## src/rtl/fwd_ctrl.sv

```systemverilog
// Forwarding and load-use hazard control for the execute stage.
// Tracks EX/MEM/WB destination info and drives the ALU operand mux selects.
module fwd_ctrl #(
    parameter int unsigned REG_ADDR_W = 5,
    parameter int unsigned ZERO_REG   = 0
) (
    input  logic                  clk,
    input  logic                  arst_n,
    input  logic                  id_valid,
    input  logic [REG_ADDR_W-1:0] id_rs1,
    input  logic [REG_ADDR_W-1:0] id_rs2,
    input  logic [REG_ADDR_W-1:0] id_rd,
    input  logic                  id_reg_write,
    input  logic                  id_mem_read,
    input  logic                  flush,
    output logic [1:0]            sel_a,
    output logic [1:0]            sel_b,
    output logic                  load_use_stall
);

    localparam logic [REG_ADDR_W-1:0] ZERO = REG_ADDR_W'(ZERO_REG);

    localparam logic [1:0] SEL_RF  = 2'b00;
    localparam logic [1:0] SEL_MEM = 2'b01;
    localparam logic [1:0] SEL_WB  = 2'b10;

    typedef struct packed {
        logic                  valid;
        logic [REG_ADDR_W-1:0] rs1;
        logic [REG_ADDR_W-1:0] rs2;
        logic [REG_ADDR_W-1:0] rd;
        logic                  reg_write;
        logic                  mem_read;
    } ex_stage_t;

    typedef struct packed {
        logic [REG_ADDR_W-1:0] rd;
        logic                  reg_write;
    } wr_stage_t;

    ex_stage_t ex_q;
    ex_stage_t ex_d;
    wr_stage_t mem_q;
    wr_stage_t wb_q;

    // Most recent producer wins; the zero register is never forwarded.
    function automatic logic [1:0] fwd_sel(
        input logic                  valid,
        input logic [REG_ADDR_W-1:0] rs,
        input wr_stage_t             mem,
        input wr_stage_t             wb
    );
        logic [1:0] sel;
        sel = SEL_RF;
        if (valid) begin
            if (mem.reg_write && (mem.rd != ZERO) && (mem.rd == rs)) begin
                sel = SEL_MEM;
            end else if (wb.reg_write && (wb.rd != ZERO) && (wb.rd == rs)) begin
                sel = SEL_WB;
            end
        end
        return sel;
    endfunction

    always_comb begin
        sel_a = fwd_sel(ex_q.valid, ex_q.rs1, mem_q, wb_q);
        sel_b = fwd_sel(ex_q.valid, ex_q.rs2, mem_q, wb_q);
    end

    // A load in EX whose result the decoding instruction needs cannot be forwarded in time.
    always_comb begin
        load_use_stall = 1'b0;
        if (!flush && ex_q.mem_read && (ex_q.rd != ZERO) && id_valid &&
            ((id_rs1 == ex_q.rd) || (id_rs2 == ex_q.rd))) begin
            load_use_stall = 1'b1;
        end
    end

    // Next EX contents: flush and stall both insert a bubble.
    always_comb begin
        ex_d = '0;
        if (!flush && !load_use_stall) begin
            ex_d.valid     = id_valid;
            ex_d.rs1       = id_rs1;
            ex_d.rs2       = id_rs2;
            ex_d.rd        = id_rd;
            ex_d.reg_write = id_reg_write & id_valid;
            ex_d.mem_read  = id_mem_read & id_valid;
        end
    end

    always_ff @(posedge clk) begin
        if (!arst_n) begin
            ex_q  <= '0;
            mem_q <= '0;
            wb_q  <= '0;
        end else begin
            ex_q          <= ex_d;
            mem_q.rd        <= ex_q.rd;
            mem_q.reg_write <= ex_q.reg_write;
            wb_q          <= mem_q;
        end
    end

endmodule
```

## config.mk

```make
export PLATFORM = sky130hd
export DESIGN_NAME = fwd_ctrl
export DESIGN_NICKNAME = d
export VERILOG_FILES = /design/src/rtl/fwd_ctrl.sv
export SDC_FILE = /design/constraint.sdc
export NUM_CORES = 1
export LEC_CHECK = 0
export BUFFER_PORTS_ARGS = -buffer_cell sky130_fd_sc_hd__buf_2
export CAP_MARGIN = 10
export CORE_ASPECT_RATIO = 0.6
export CORE_MARGIN = 2
export CORE_UTILIZATION = 35
export DETAILED_ROUTE_END_ITERATION = 10
export PLACE_DENSITY_LB_ADDON = 0.3
export SYNTH_ARGS = -nofsm -noshare
export SYNTH_HDL_FRONTEND = slang
export SYNTH_SLANG_ARGS = --single-unit
export TNS_END_PERCENT = 50
```

## constraint.sdc

```tcl
create_clock -name clk -period 2 [get_ports clk]
set_input_delay 0.1 -clock clk [delete_from_list [all_inputs] [get_ports clk]]
set_output_delay 0.1 -clock clk [all_outputs]
set_load 0.01 [all_outputs]
```

[Yosys cells after proc, flatten, opt, wreduce, memory -nomap -nowiden]
Index checks and enable logic that the tools add are counted.
Word-level totals
  bits in registers: 30
  bits of input ports: 21
  output and inout port bits: 5
  logic and storage cells: 43
Cells by class
  eq/ne operators: 6
  mux-type cells: 7
  bitwise logic cells: 2
  reductions and logical operators: 18
Operators with widths (number)
  5-bit == test: 6
  5-bit nonzero test: 3
  2-bit 2-to-1 mux: 6
  1-bit logical AND: 11
  1-bit AND: 2
  1-bit zero test: 2
  2-bit AND reduction: 1
  1-bit logical OR: 1
  1-bit 2-to-1 mux: 1

[Longest topological paths before layout]
  word-level depth: 9
  gate-level depth with buffers: 5

[Worst setup path after synthesis]
Ideal clock, no wire load.
  path kind: reg2out
  start point: register mem_q[2] (netlist name)
  end point: output port sel_a[1]
  arrival time: 1.562 ns
  data required time: 1.900 ns
  setup slack: 0.338 ns
  stages on the path, launching flop included: 5
  buffers on the path: 0
  path through: dfxtp_1 > or4_1 > o21ai_0 > nor4_1 > nor4_1
Between the ends
  word-level cells in the longest chain between the ends: 5
  elaborated cells between the ends (all ways): 6
  those cells by class: eq/ne (1); mux (2); reduce/logical (3)
Ends and longest elaborated chain
  start: declaration: line 43  | wr_stage_t mem_q;
  5-bit nonzero test: line 56  | if (mem.reg_write && (mem.rd != ZERO) && (mem.rd == rs)) begin
  1-bit logical AND: line 56
  1-bit logical AND *: line 56
  2-bit 2-to-1 mux *: line 56
  2-bit 2-to-1 mux *: line 55  | if (valid) begin
  end: declaration: line 16  | output logic [1:0] sel_a,
Every way passes the cells marked *; elsewhere a longest branch is shown, timed or not.

[Final worst setup path]
  start point: register mem_q[2] (netlist name)
  end point: output port sel_b[1]
Between the ends
  word-level cells in the longest chain between the ends: 5
  elaborated cells between the ends (all ways): 6
  those cells by class: eq/ne (1); mux (2); reduce/logical (3)
Ends and longest elaborated chain
  5-bit nonzero test: line 56
  1-bit logical AND: line 56
  1-bit logical AND *: line 56
  2-bit 2-to-1 mux *: line 56
  2-bit 2-to-1 mux *: line 55
  end: declaration: line 17  | output logic [1:0] sel_b,
Marks and branches as above.

==> impl_metrics.yaml <==
synth:
  syn-num-nets: 160
  syn-cell-area_um2: 1350
  synthTopCellsByArea: "dfxtp_1 (44%), xnor2_1 (10%), xor2_1 (9.1%), and2_1 (6.0%), a211oi_1 (5.0%)"
  synth_seq_cells: 30
  yosysUniqueCellTypes: 23
  synth_edf_count: 0
  synthArstFlopShare_pct: 0
  yosysTopAreaCellShare_pct: 44.4
  yosys_warnings: 0
  synth_area_leader_cell: "dfxtp_1"
  ys_seq_area_share_pct: 44.4
  avgSynthCellArea_um2: 9.73
  netlist_instances: 139
  synth_ff_type: "dfxtp_1"
critical_path:
  crit_chain: "or4_1 > o21ai_2 > nor4_1 > nor4_1 > buf_2"
  path_max_fanout: 4
  cp_num_buf_inv: 1
  cp-end-kind: "output port"
  crit_type: "flop to output port"
  max_stage_delay_ns: 0.54
  start_kind: "flop"
  slowest_stage: "or4_1"
  worst_ep_required_time_ns: 1.90
  critPathArrivalTime_ns: 1.87
  crit_top_cell: "nor4_1"
  crit_family: "simple AND/OR/NAND/NOR gates"
power_and_ir_drop:
  max-vdd-ir-drop_uv: 352
  pwr-share-clk_pct: 49.7
  p_switching_w: 0.000294
  swShare_pct: 19.6
  p_int_w: 0.00121
  leakage_nw: 0.730
  combinationalPowerShare_pct: 7.7
  design_power_total_w: 0.00150
  p_seq_share_pct: 42.5
  power_density_nw_per_um2: 912
sta:
  hold_viol_final: 0
  max_slew_margin_pct: 73.7
  setup_violations: 0
  drv_slew: 0
  setup_tns_ns: 0
  timing.final.crit_share_pct: 98.7
  finalWorstSetupSlack_ns: 0.0262
  tightest_slew_ns: 0.394
  finalClockSkew_ns: 0.00321
  max_clock_freq_mhz: 507
  finalCriticalPeriod_ns: 1.97
  rsz0062_at_grt: "true"
global_route:
  grt_pass1_wl_mm: 4.69
  antenna_found_initial: 0
  gr-total-overflow: 0
  grt_usage_pct: 14.3
  grt_start_max_net_pins: 27
  grt_pass1_vias: 1020
clock_tree:
  cts_root_buf: "clkbuf_8"
  cts_made_buffers: 5
  cts-hold-fix-buffers: 0
  clkTransAtPathRegs_ns: 0.06
  cts_tree: "yes"
  cts_num_sinks: 30
  cts-htree-levels: 2
  clock_latency_ns: 0.28
  cts_buffer_depth: 2
die:
  die_h_um: 52.2
  die-area_um2: 4390
  die_x_um: 84.3
  io_pins: 26
  fp-row-count: 17
  core_um2: 3680
  initial_utilization_pct: 36.8
place:
  io_buffers: 25
  placed_area_um2: 1490
  place_congestion: 0.845
  dpl.hpwl_mm: 2.28
  post-place-ws_ns: 0.248
routing:
  detail_route.wl_per_cell_um: 13.8
  viasPerCell: 4.82
  drt_iter0_drc: 25
  vias: 1032
  totalWireLength_mm: 2.94
  drcViolationCount: 0
  ant_nets: 0
  drt-pass1-iter-count: 4
hold_path:
  min_path_type: "input port to flop"
status:
  status: "finished clean"
job:
  cap_violations: 0
finish:
  diodes: 0
  final_core_utilization_pct: 44.7
  area_growth_pct: 21.6
  finalInstanceArea_um2: 1640
  finalNetCount: 187
  layout-drive-gt1-share_pct: 24.6
-- cells by family after synthesis --
family          after synthesis  synth area share, %
compound gates               22                 11.5
flops                        30                 44.4
simple gates                 50                 19.9
buf+inv                       7                 4.81
xor+xnor                     30                 19.4
-- through the flow --
stage / hold slack, ns / cells
3_5_place_dp: 0.328 / 206
2_1_floorplan: 0.216 / 139
6_report: 0.0411 / 214
5_1_grt: 0.0468 / 214
3_3_place_gp: 0.326 / 206
4_1_cts: 0.0308 / 214
-- area by class of cell --
cell class	count	area (um^2)
tap	47	58.8
timing repair buffer	27	140
multi-input combinational	102	702
clock inverter	2	60.1
fill	355	2040
clock buffer	6	82.6
sequential	30	601
-- worst reg2reg max path, cell delays in order, from the launching register on --
cell and delay (ns):
dfxtp_1 0.34, or3_1 0.40, o311a_4 0.42, a211oi_1 0.30
-- worst paths after layout --
check	startpoint	endpoint	slack [ns]	depth (start not counted)
setup / recovery	mem_q[2]	sel_b[1]	0.03	5
hold reg to reg	ex_q[1]	mem_q[0]	0.43	1
setup reg to reg	ex_q[2]	ex_q[7]	0.44	3
hold / removal	id_rd[1]	ex_q[3]	0.04	3
-- cell usage in the layout, fill, tap and decap left out, drive strengths merged, types with 2 or more instances in the layout --
cell and instances:
a211oi 10, a21oi 8, and2 15, buf 27, bufinv 2, clkbuf 6
dfxtp 30, nand2 18, nand3 6, nor4 4, or4 4, xnor2 16
xor2 14
-- cells in the mapped netlist, types with 2 or more instances --
cell and instances:
a211oi_1 9, a21oi_1 8, and2_1 13, and2_2 2
buf_6 3, clkbuf_1 2, dfxtp_1 30, nand2_1 18
nand3_1 6, nor4_1 4, or4_1 4, xnor2_1 16
xor2_1 14
-- per-layer routing --
metal	wire, um	up-vias	share of wire (%)	track usage [%]
met2	1180	32	40	20.8
met3	173	5	5.9	4.92
met1	1560	471	53	18.7
li1	-	524	-	-
met5	0	-	0	0
met4	31	0	1.1	7.80
-- timing repair --
item                       4_1_cts  5_1_grt
gates resized for setup          2        2
hold endpoints to repair         0        0
cloned                           0        0
setup buffers                    0        0
setup endpoints to repair        3        3
-- power groups by stage --
| stage | combinational [W] | clock (W) | sequential, W |
|---|---|---|---|
| 2_1_floorplan | 0.0000797 | 0 | 0.000644 |
| 6_report | 0.000116 | 0.000746 | 0.000638 |
| 5_1_grt | 0.000129 | 0.000786 | 0.000640 |
| 3_5_place_dp | 0.000115 | 0 | 0.000651 |
| 4_1_cts | 0.000115 | 0.000763 | 0.000637 |
| 3_3_place_gp | 0.000112 | 0 | 0.000650 |
-- flip-flops by register name, indices dropped and copies added, names as in the netlist --
signal and flops:
ex_q 18, mem_q 6, wb_q 6
Note: power is estimated with default switching activity, not from simulation.
